## config.mk

```make
export PLATFORM = sky130hd
export DESIGN_NAME = cpu_boot_ctrl
export DESIGN_NICKNAME = d
export VERILOG_FILES = /design/src/rtl/cpu_boot_ctrl.sv
export SDC_FILE = /design/constraint.sdc
export NUM_CORES = 1
export LEC_CHECK = 0
export BUFFER_PORTS_ARGS = -buffer_cell sky130_fd_sc_hd__buf_4
export CAP_MARGIN = 10
export CORE_AREA = 2 2 187 189
export DETAILED_ROUTE_END_ITERATION = 8
export DIE_AREA = 0 0 189 191
export GPL_TIMING_DRIVEN = 0
export SLEW_MARGIN = 20
export SYNTH_ARGS = -nofsm -noshare
export SYNTH_HDL_FRONTEND = slang
export SYNTH_SLANG_ARGS = --single-unit
```

## constraint.sdc

```tcl
create_clock -name clk -period 3.4 [get_ports clk]
set_clock_uncertainty 0.1 [all_clocks]
set_input_delay 0 -clock clk [delete_from_list [all_inputs] [get_ports clk]]
set_output_delay 0 -clock clk [all_outputs]
set_load 0.02 [all_outputs]
```

## src/rtl/cpu_boot_ctrl.sv

```systemverilog
// Boot/run sequencer for the pipelined RISC-V core: streams a program into imem,
// runs the core for a fixed cycle budget, then streams a dmem window back out.
module cpu_boot_ctrl #(
  parameter int IMEM_WORDS = 512,
  parameter int DMEM_WORDS = 1024
) (
  input  logic        clk,
  input  logic        rst,
  input  logic        start,
  input  logic [9:0]  prog_len,
  input  logic [31:0] run_cycles,
  input  logic [10:0] dump_len,
  input  logic        ld_valid,
  input  logic [31:0] ld_data,
  output logic        ld_ready,
  output logic        cpu_arst_n,
  output logic        cpu_enable,
  output logic [63:0] imem_addr,
  output logic        imem_wen,
  output logic [31:0] imem_wdata,
  output logic [63:0] dmem_addr,
  output logic        dmem_ren,
  input  logic [63:0] dmem_rdata,
  output logic        dump_valid,
  output logic [63:0] dump_data,
  input  logic        dump_ready,
  output logic        busy,
  output logic        done,
  output logic [31:0] cycle_count
);
  // The core's wen_ext_2 and ren_ext are tied low at integration; this block never drives them.
  localparam logic [9:0]  PLEN_MAX = 10'(IMEM_WORDS);
  localparam logic [10:0] DLEN_MAX = 11'(DMEM_WORDS);

  typedef enum logic [2:0] {
    IDLE, LOAD, RUN, DUMP_RD, DUMP_WAIT, DUMP_OUT, DONE
  } state_t;

  state_t      state_q, state_d;
  logic [9:0]  plen_q, plen_d, widx_q, widx_d;
  logic [10:0] dlen_q, dlen_d, j_q, j_d;
  logic [31:0] run_left_q, run_left_d, cycle_d;
  logic        ld_ready_d, arst_n_d, en_d, imem_wen_d, dmem_ren_d, dump_valid_d, busy_d, done_d;
  logic [63:0] imem_addr_d, dmem_addr_d, dump_data_d;
  logic [31:0] imem_wdata_d;

  always_comb begin
    state_d      = state_q;
    plen_d       = plen_q;
    dlen_d       = dlen_q;
    widx_d       = widx_q;
    j_d          = j_q;
    run_left_d   = run_left_q;
    cycle_d      = (cpu_enable && cycle_count != '1) ? cycle_count + 32'd1 : cycle_count;
    en_d         = 1'b0;
    imem_wen_d   = 1'b0;
    imem_addr_d  = imem_addr;
    imem_wdata_d = imem_wdata;
    dmem_addr_d  = dmem_addr;
    dump_data_d  = dump_data;
    case (state_q)
      IDLE, DONE: begin
        if (start) begin
          state_d    = LOAD;
          plen_d     = (prog_len > PLEN_MAX) ? PLEN_MAX : prog_len;
          dlen_d     = (dump_len > DLEN_MAX) ? DLEN_MAX : dump_len;
          run_left_d = run_cycles;
          widx_d     = '0;
          j_d        = '0;
          cycle_d    = '0;
        end
      end
      LOAD: begin
        if (ld_valid && ld_ready) begin
          imem_wen_d   = 1'b1;
          imem_addr_d  = {52'b0, widx_q, 2'b00};
          imem_wdata_d = ld_data;
          widx_d       = widx_q + 10'd1;
        end
        // Enable rises with reset release, in the same cycle the last word lands.
        if (widx_d == plen_q) begin
          state_d = RUN;
          en_d    = (run_left_q != '0);
        end
      end
      RUN: begin
        run_left_d = run_left_q - {31'b0, cpu_enable};
        if (run_left_d == '0) state_d = (dlen_q == '0) ? DONE : DUMP_RD;
        else                  en_d    = 1'b1;
      end
      DUMP_RD:   state_d = DUMP_WAIT;
      DUMP_WAIT: begin
        dump_data_d = dmem_rdata;
        state_d     = DUMP_OUT;
      end
      DUMP_OUT: begin
        if (dump_ready) begin
          j_d     = j_q + 11'd1;
          state_d = (j_d == dlen_q) ? DONE : DUMP_RD;
        end
      end
      default: state_d = IDLE;
    endcase
    // Every output is a register loaded from the next-state view.
    dmem_ren_d = (state_d == DUMP_RD);
    if (dmem_ren_d) dmem_addr_d = {50'b0, j_d, 3'b000};
    ld_ready_d   = (state_d == LOAD) && (widx_d < plen_d);
    dump_valid_d = (state_d == DUMP_OUT);
    busy_d       = state_d inside {LOAD, RUN, DUMP_RD, DUMP_WAIT, DUMP_OUT};
    done_d       = (state_d == DONE);
    arst_n_d     = state_d inside {RUN, DUMP_RD, DUMP_WAIT, DUMP_OUT, DONE};
  end

  always_ff @(posedge clk) begin
    if (rst) begin
      state_q     <= IDLE;
      plen_q      <= '0;
      dlen_q      <= '0;
      widx_q      <= '0;
      j_q         <= '0;
      run_left_q  <= '0;
      ld_ready    <= 1'b0;
      cpu_arst_n  <= 1'b0;
      cpu_enable  <= 1'b0;
      imem_addr   <= '0;
      imem_wen    <= 1'b0;
      imem_wdata  <= '0;
      dmem_addr   <= '0;
      dmem_ren    <= 1'b0;
      dump_valid  <= 1'b0;
      dump_data   <= '0;
      busy        <= 1'b0;
      done        <= 1'b0;
      cycle_count <= '0;
    end else begin
      state_q     <= state_d;
      plen_q      <= plen_d;
      dlen_q      <= dlen_d;
      widx_q      <= widx_d;
      j_q         <= j_d;
      run_left_q  <= run_left_d;
      ld_ready    <= ld_ready_d;
      cpu_arst_n  <= arst_n_d;
      cpu_enable  <= en_d;
      imem_addr   <= imem_addr_d;
      imem_wen    <= imem_wen_d;
      imem_wdata  <= imem_wdata_d;
      dmem_addr   <= dmem_addr_d;
      dmem_ren    <= dmem_ren_d;
      dump_valid  <= dump_valid_d;
      dump_data   <= dump_data_d;
      busy        <= busy_d;
      done        <= done_d;
      cycle_count <= cycle_d;
    end
  end
endmodule
```

==> results of run 1 <==
## flip-flops by register name, summed over array words and instances, names as in the netlist, 3 cells and up
name / count
cycle_count: 32
dlen_q: 11
dmem_addr: 11
dump_data: 64
imem_addr: 10
imem_wdata: 32
j_q: 11
plen_q: 10
run_left_q: 32
state_q: 3
widx_q: 10
## worst max-delay path, stage by stage (launching register included)
cell     delay [ns]
dfxtp_4        0.37
ha_4           0.16
ha_4           0.15
nor4b_4        0.23
buf_4          0.19
nand2_8        0.07
or4_4          0.49
a21oi_4        0.16
nand3_2        0.10
nor4_4         0.33
a31oi_4        0.15
nor3b_4        0.29
buf_6          0.19
mux2_4         0.30
## what timing repair did
item	in CTS	in global routing
hold buffers	165	0
endpoints found under the hold margin	163	0
gates cloned	1	0
gates resized for setup	18	16
endpoints found under the setup margin	12	12
buffers inserted	14	7
pin swaps	9	10
## placed cells by master, fill, tap and decap left out, types with 9 or more instances in the layout
cell / instances
nor2b_1: 12
o21ai_0: 42
dfxtp_1: 232
nand2_1: 279
xor2_1: 24
xnor2_1: 38
and2_1: 9
clkbuf_1: 68
nor4_1: 24
nand3_1: 29
a21oi_1: 159
ha_1: 12
buf_4: 435
nor2_1: 147
a22o_1: 10
inv_1: 9
conb_1: 107
nand4_1: 17
or3_1: 13
clkbuf_16: 29
dlygate4sd3_1: 165
and4_1: 9
mux2_4: 10
and3_1: 15
nor3_1: 38
## cell type report
class	count	area share, %
clock buffers	37	4.34
repair buffers	495	22.9
well taps	455	3.15
plain buffers	192	6.72
clock inverters	14	1.15
inverters	10	0.208
multi-input cells	1153	35.6
flip-flops and latches	234	25.9
## final timing paths
check,depth (start not counted),end,slack (ns)
worst max-delay path,13,dmem_addr[10],-0.01
worst min-delay path,4,imem_wdata[20],0.14
worst max register to register,13,dmem_addr[10],-0.01
worst min register to register,2,dump_data[53],0.35
## power groups by stage
stage / sequential, mW / clock, mW / combinational, mW
2_1_floorplan: 3.23 / 0 / 1.48
3_3_place_gp: 3.21 / 0 / 2.25
3_5_place_dp: 3.21 / 0 / 2.26
4_1_cts: 3.15 / 3.32 / 2.55
5_1_grt: 3.21 / 3.43 / 2.87
6_report: 3.18 / 3.25 / 2.66
## cells by family (layout without fill, tap and decap cells)
| family | count (synthesis) | in the layout | synth area share (%) |
|---|---|---|---|
| and+or+nand+nor | 668 | 668 | 27.3 |
| AOI/OAI and AO/OA | 284 | 284 | 14.2 |
| DFF | 234 | 234 | 39.7 |
| buffers and inverters | 205 | 748 | 10.7 |
| xor gates and xnor gates | 63 | 63 | 4.68 |
| muxes | 17 | 17 | 1.90 |
| adders and majority gates | 14 | 14 | 1.49 |
| other | 1 | 107 | 0.0318 |
## cell usage after synthesis, types with 4 or more instances
cell / count
a22o_1: 10
a31oi_1: 8
nand2_1: 279
or2_2: 4
a221oi_1: 5
nor3b_1: 8
a21oi_1: 160
inv_1: 10
or3_1: 14
and2_1: 9
o31ai_1: 7
clkbuf_1: 70
buf_2: 5
nor2_1: 148
nor3_1: 39
xnor2_1: 38
o21a_1: 5
nor4_1: 28
nand4_1: 17
and2b_1: 8
o21ai_0: 42
xor2_1: 25
nand2b_1: 8
a211oi_1: 7
and4_1: 9
nand3_1: 32
dfxtp_1: 234
o211ai_1: 4
and3_1: 15
nor2b_1: 12
mux2i_1: 4
mux2_4: 10
a311oi_1: 5
or4_1: 4
ha_1: 14
buf_4: 107
buf_6: 5
a22oi_1: 4
## metal layers
layer  vias up  share of wire [%]
met4         0                3.3
li1       6157                  -
met2       476                 47
met1      5794                 42
met5         -                  0
met3        84                7.7
## through the flow
step | hold slack (ns) | worst slack (ns) | total power [mW] | TNS, ns | util (%)
2_1_floorplan | 0.0257 | 0.0553 | 4.71 | 0 | -
3_3_place_gp | 0.128 | -0.373 | 5.46 | -4.21 | 44.3
3_5_place_dp | 0.131 | -0.387 | 5.48 | -4.33 | 44.3
4_1_cts | 0.121 | -0.0961 | 9.02 | -0.881 | 52.6
5_1_grt | 0.151 | -0.135 | 9.51 | -1.28 | 53.0
6_report | 0.143 | -0.0107 | 9.09 | -0.0266 | 53.0
==> flow_metrics.tcl, run 1 <==
set metrics [dict create \
    grtUsageMet2_pct 36.1 \
    area_growth_pct 53.4 \
    min-delay-start "ld_data[20]" \
    grt_max_degree 14 \
    async_flop_share_pct 0 \
    setup_viol 4 \
    required_ns 3.73 \
    max_freq_mhz 293 \
    power_frac_seq_pct 35.0 \
    syn_area_per_cell_um2 7.94 \
    tightestPinTransition_ns 0.926 \
    pin_count 418 \
    crit_fanout 6 \
    ys_ff_latch 234 \
    fin_ws_ns -0.0107 \
    fin_crit_sh_pct 100 \
    antenna_left 0 \
    drive_gt1_share_pct 26.6 \
    routedWlPerCell_um 15.8 \
    violations "setup timing" \
    antenna_found_initial 0 \
    yosysTopAreaCell "dfxtp_1" \
    switching_power_mw 3.01 \
    synth_area_leaders "dfxtp_1 (40%), nand2_1 (8.9%), buf_4 (6.8%), a21oi_1 (6.8%), nor2_1 (4.7%)" \
    wl_mm 40.8 \
    die-area_mm2 0.0361 \
    yosys.area.top_type_share_pct 39.7 \
    path_clk_slew_ns 0.06 \
    internal-power_mw 6.08 \
    cts_buffers 28 \
    cts.sink_count 234 \
    finalNetCount 2282 \
    drt_pass1_iterations 5 \
    port_buffers 309 \
    grt_use_total_pct 21.4 \
    powerDensity_mw_per_mm2 503 \
    slew_violations 0 \
    seqCellArea_mm2 0.00469 \
    yosysUniqueCellTypes 85 \
    yosys_warnings 0 \
    leakage_nw 7.61 \
    core_area_mm2 0.0341 \
    die_w_um 189 \
    hp-class "primary input to register" \
    fin_crit_ns 3.41 \
    initial_core_util_pct 34.6 \
    n_antenna_cell 0 \
    yosysSeqAreaShare_pct 39.7 \
    die_y_um 191 \
    synth_ff_type "dfxtp_1" \
    ctsHtreeMaxLevel 1 \
    grt_pass1_vias 12000 \
    dr_total_vias 12500 \
    multi_input_area_mm2 0.00644 \
    hold_violations 0 \
    post-place-cells 2356 \
    drc 0 \
    synthesis.area_mm2 0.0118 \
    cp-end-kind "register" \
    status "complete, but fails checks" \
    clockRootBuffer "clkbuf_16" \
    clockBufferDepth 3 \
    startpoint_type "register" \
    startpoint "cpu_enable" \
    crit_type "register to register" \
    cts_tree "done" \
    use_met1_pct 27.1 \
    syn_inst 1486 \
    postPlaceCellArea_mm2 0.0151 \
    cp_data_arrival_time_ns 3.74 \
    dp_hpwl_mm 29.1 \
    via_per_inst 4.83 \
    grt_setup_unrepaired "true" \
    timing.rr.start "cpu_enable" \
    grtUsageMet3_pct 4.28 \
    rows 68 \
    grt_pass1_wl_mm 62.9 \
    top_usage_layer "met2" \
    synth_edf_count 0 \
    irDropWorstVdd_v 0.000387 \
    power_frac_comb_pct 29.3 \
    power_frac_clock_pct 35.8 \
    globalplace.congestion 0.901 \
    max_cap_viol_count 0 \
    slew_headroom_pct 38.3 \
    finalNonFillerCells 2590 \
    final_cell_area_mm2 0.0181 \
    n_fill_cell 3223 \
    detail_route.iter0.violations 723 \
    clkLatencyLatePin_ns 0.55 \
    globalRoute.totalOverflow 0 \
    p_sw_share_pct 33.1 \
]
No activity file was read; power rests on OpenSTA's default activity.
==> run 2: changes to the inputs <==
--- a/config.mk
+++ b/config.mk
@@ -8,6 +8,8 @@
 export BUFFER_PORTS_ARGS = -buffer_cell sky130_fd_sc_hd__buf_4
 export CAP_MARGIN = 10
 export CORE_AREA = 2 2 187 189
+export CTS_BUF_LIST = sky130_fd_sc_hd__clkbuf_4
+export CTS_CLUSTER_DIAMETER = 150
 export DETAILED_ROUTE_END_ITERATION = 8
 export DIE_AREA = 0 0 189 191
 export GPL_TIMING_DRIVEN = 0
==> constraint.sdc (replaced) <==
create_clock -name clk -period 3.4 [get_ports clk]
set_clock_uncertainty 0.1 [all_clocks]
set_input_delay 0.68 -clock clk [delete_from_list [all_inputs] [get_ports clk]]
set_output_delay 0.68 -clock clk [all_outputs]
set_load 0.02 [all_outputs]
==> run 2 against run 1 <==
The run now ends clean. Power fell by 8.9%. Via count shrank 4.2%. Setup slack gained 0.020 ns. First-iteration DRC count decreased by 9.3%. Sequential share of layout area rose by 2.9 points. Design area is 10% lower. Die area unchanged. Combinational power shrank 7%. Critical endpoint is now dmem_addr[4]. Largest cell class unchanged. Largest power group is now sequential cells. Highest routed layer unchanged.
==> flow_metrics.tcl, run 2 (synthesis results as in run 1) <==
set metrics [dict create \
    status "complete, no violations" \
    irDropWorstVdd_v 0.000298 \
    largest_register_ffs 64 \
    initial_core_util_pct 34.6 \
    powerDensity_mw_per_mm2 510 \
    finalNetCount 2160 \
    fin_crit_ns 3.39 \
    cts.sink_count 234 \
    die_w_um 189 \
    clockBufferDepth 3 \
    max_freq_mhz 295 \
    setup_viol 0 \
    grt_setup_unrepaired "true" \
    cts_buffers 70 \
    max_stage_delay_ns 0.49 \
    globalRoute.totalOverflow 0 \
    worstPathCellList "inv_2, ha_4, ha_4, nor4b_4, buf_4, nand2_8, or4_4, a21oi_4, nand3_2, nor4_4, a31oi_4, nor3b_4, buf_6, mux2_4" \
    grt_use_total_pct 20.9 \
    core_area_mm2 0.0341 \
    die_y_um 191 \
    port_buffers 309 \
    path_clk_slew_ns 0.07 \
    hold_violations 0 \
    crit_type "register to register" \
    finalNonFillerCells 2487 \
    cp-end-kind "register" \
    required_ns 3.89 \
    dp_hpwl_mm 29.1 \
    final_common_cell "buf_4" \
    crit_fanout 6 \
    antenna_found_initial 2 \
    finalPower_mw 8.29 \
    cpMostUsedCell "ha_4" \
    fin_crit_sh_pct 99.7 \
    cp_slowest_cell "or4_4" \
    die-area_mm2 0.0361 \
    grt_max_degree 11 \
    clockRootBuffer "clkbuf_4" \
    post-place-cells 2356 \
    slew_headroom_pct 29.3 \
    globalplace.congestion 0.901 \
    startpoint_type "register" \
    cp_data_arrival_time_ns 3.88 \
    max_cap_viol_count 0 \
    n_fill_cell 3460 \
    leakage_nw 6.91 \
    dr_total_vias 12000 \
    largest_register "dump_data" \
    antenna_left 0 \
    rows 68 \
    layout_common_cells "buf_4 (437), nand2_1 (279), dfxtp_1 (232)" \
    ctsHtreeMaxLevel 3 \
    routedWlPerCell_um 15.7 \
    slew_violations 0 \
    tightestPinTransition_ns 1.05 \
    cts_tree "done" \
    grt_pass1_wl_mm 60.1 \
    via_per_inst 4.82 \
    drc 0 \
    grt_pass1_vias 11400 \
    clkLatencyLatePin_ns 0.71 \
    drt_pass1_iterations 5 \
    drive_gt1_share_pct 30.8 \
    area_growth_pct 37.8 \
    detail_route.iter0.violations 656 \
    wl_mm 39.0 \
    hp-class "primary input to register" \
    pin_count 418 \
]
-- run 2: cell count changes in the layout (fill, tap and decap cells not counted), moves of 3 or more --
cell	before	now
clkbuf_4	1	101
clkinv_1	0	6
clkbuf_8	6	3
bufinv_16	5	1
clkinv_2	5	0
clkbuf_1	68	63
dlygate4sd3_1	165	0
clkbuf_16	29	0
inv_2	1	4
-- run 2: layout make-up --
class / instances / area, um2 / area share [%]
timing repair buffer: 331 / 2490 / 15.3
multi-input combinational: 1153 / 6440 / 39.6
clock buffer: 100 / 751 / 4.62
antenna: 2 / 5.00 / 0.0308
buffer: 192 / 1210 / 7.47
inverter: 10 / 37.5 / 0.231
clock inverter: 10 / 63.8 / 0.393
tap: 455 / 569 / 3.50
sequential: 234 / 4690 / 28.8
-- run 2: where the power goes --
part	internal, mW	leakage, nW	total (mW)	switching (mW)
Combinational	1.01	4.52	2.48	1.47
Sequential	2.94	1.90	3.18	0.239
Clock	1.40	0.496	2.62	1.22
-- run 2: routing by layer --
metal	track usage (%)	wire length [um]
met1	25.8	16500
met2	33.7	18000
met3	6.54	3260
met4	8.56	1240
met5	0	0
-- run 2: critical path: cells and delay by family (launching register included) --
kind / cells / cell delay (ns)
mux: 1 / 0.30
fa+ha+maj: 2 / 0.29
simple gates: 6 / 1.50
buf+inv: 3 / 0.44
compound gates: 2 / 0.30
flops: 1 / 0.32
-- run 2: final timing paths --
path / from / endpoint / slack (ns) / cells after the start
setup / recovery: run_left_q[0] / dmem_addr[4] / 0.01 / 14
hold / removal: dump_len[4] / dlen_q[4] / 0.1 / 2
setup reg to reg: run_left_q[0] / dmem_addr[4] / 0.01 / 14
hold reg to reg: dump_data[53] / dump_data[53] / 0.35 / 2
-- run 2: per-stage QoR --
stage	util (%)	area, um2	hold slack, ns	TNS (ns)	worst slack (ns)
final	47.6	16300	0.0957	0	0.00952
after global routing	47.6	16300	0.0365	-1.46	-0.156
after CTS	47.2	16100	0.0274	-0.891	-0.100
after detailed placement	44.3	15100	0.347	-4.33	-0.387
after global placement	44.3	15100	0.342	-4.21	-0.373
after floorplan	-	12200	0.342	0	0.0553
-- run 2: repair_timing --
action / in CTS / in global routing
setup buffers: 14 / 8
pin swaps: 9 / 10
hold buffers: 0 / 0
resized for setup: 19 / 16
cloned: 1 / 0
setup endpoints to repair: 12 / 12
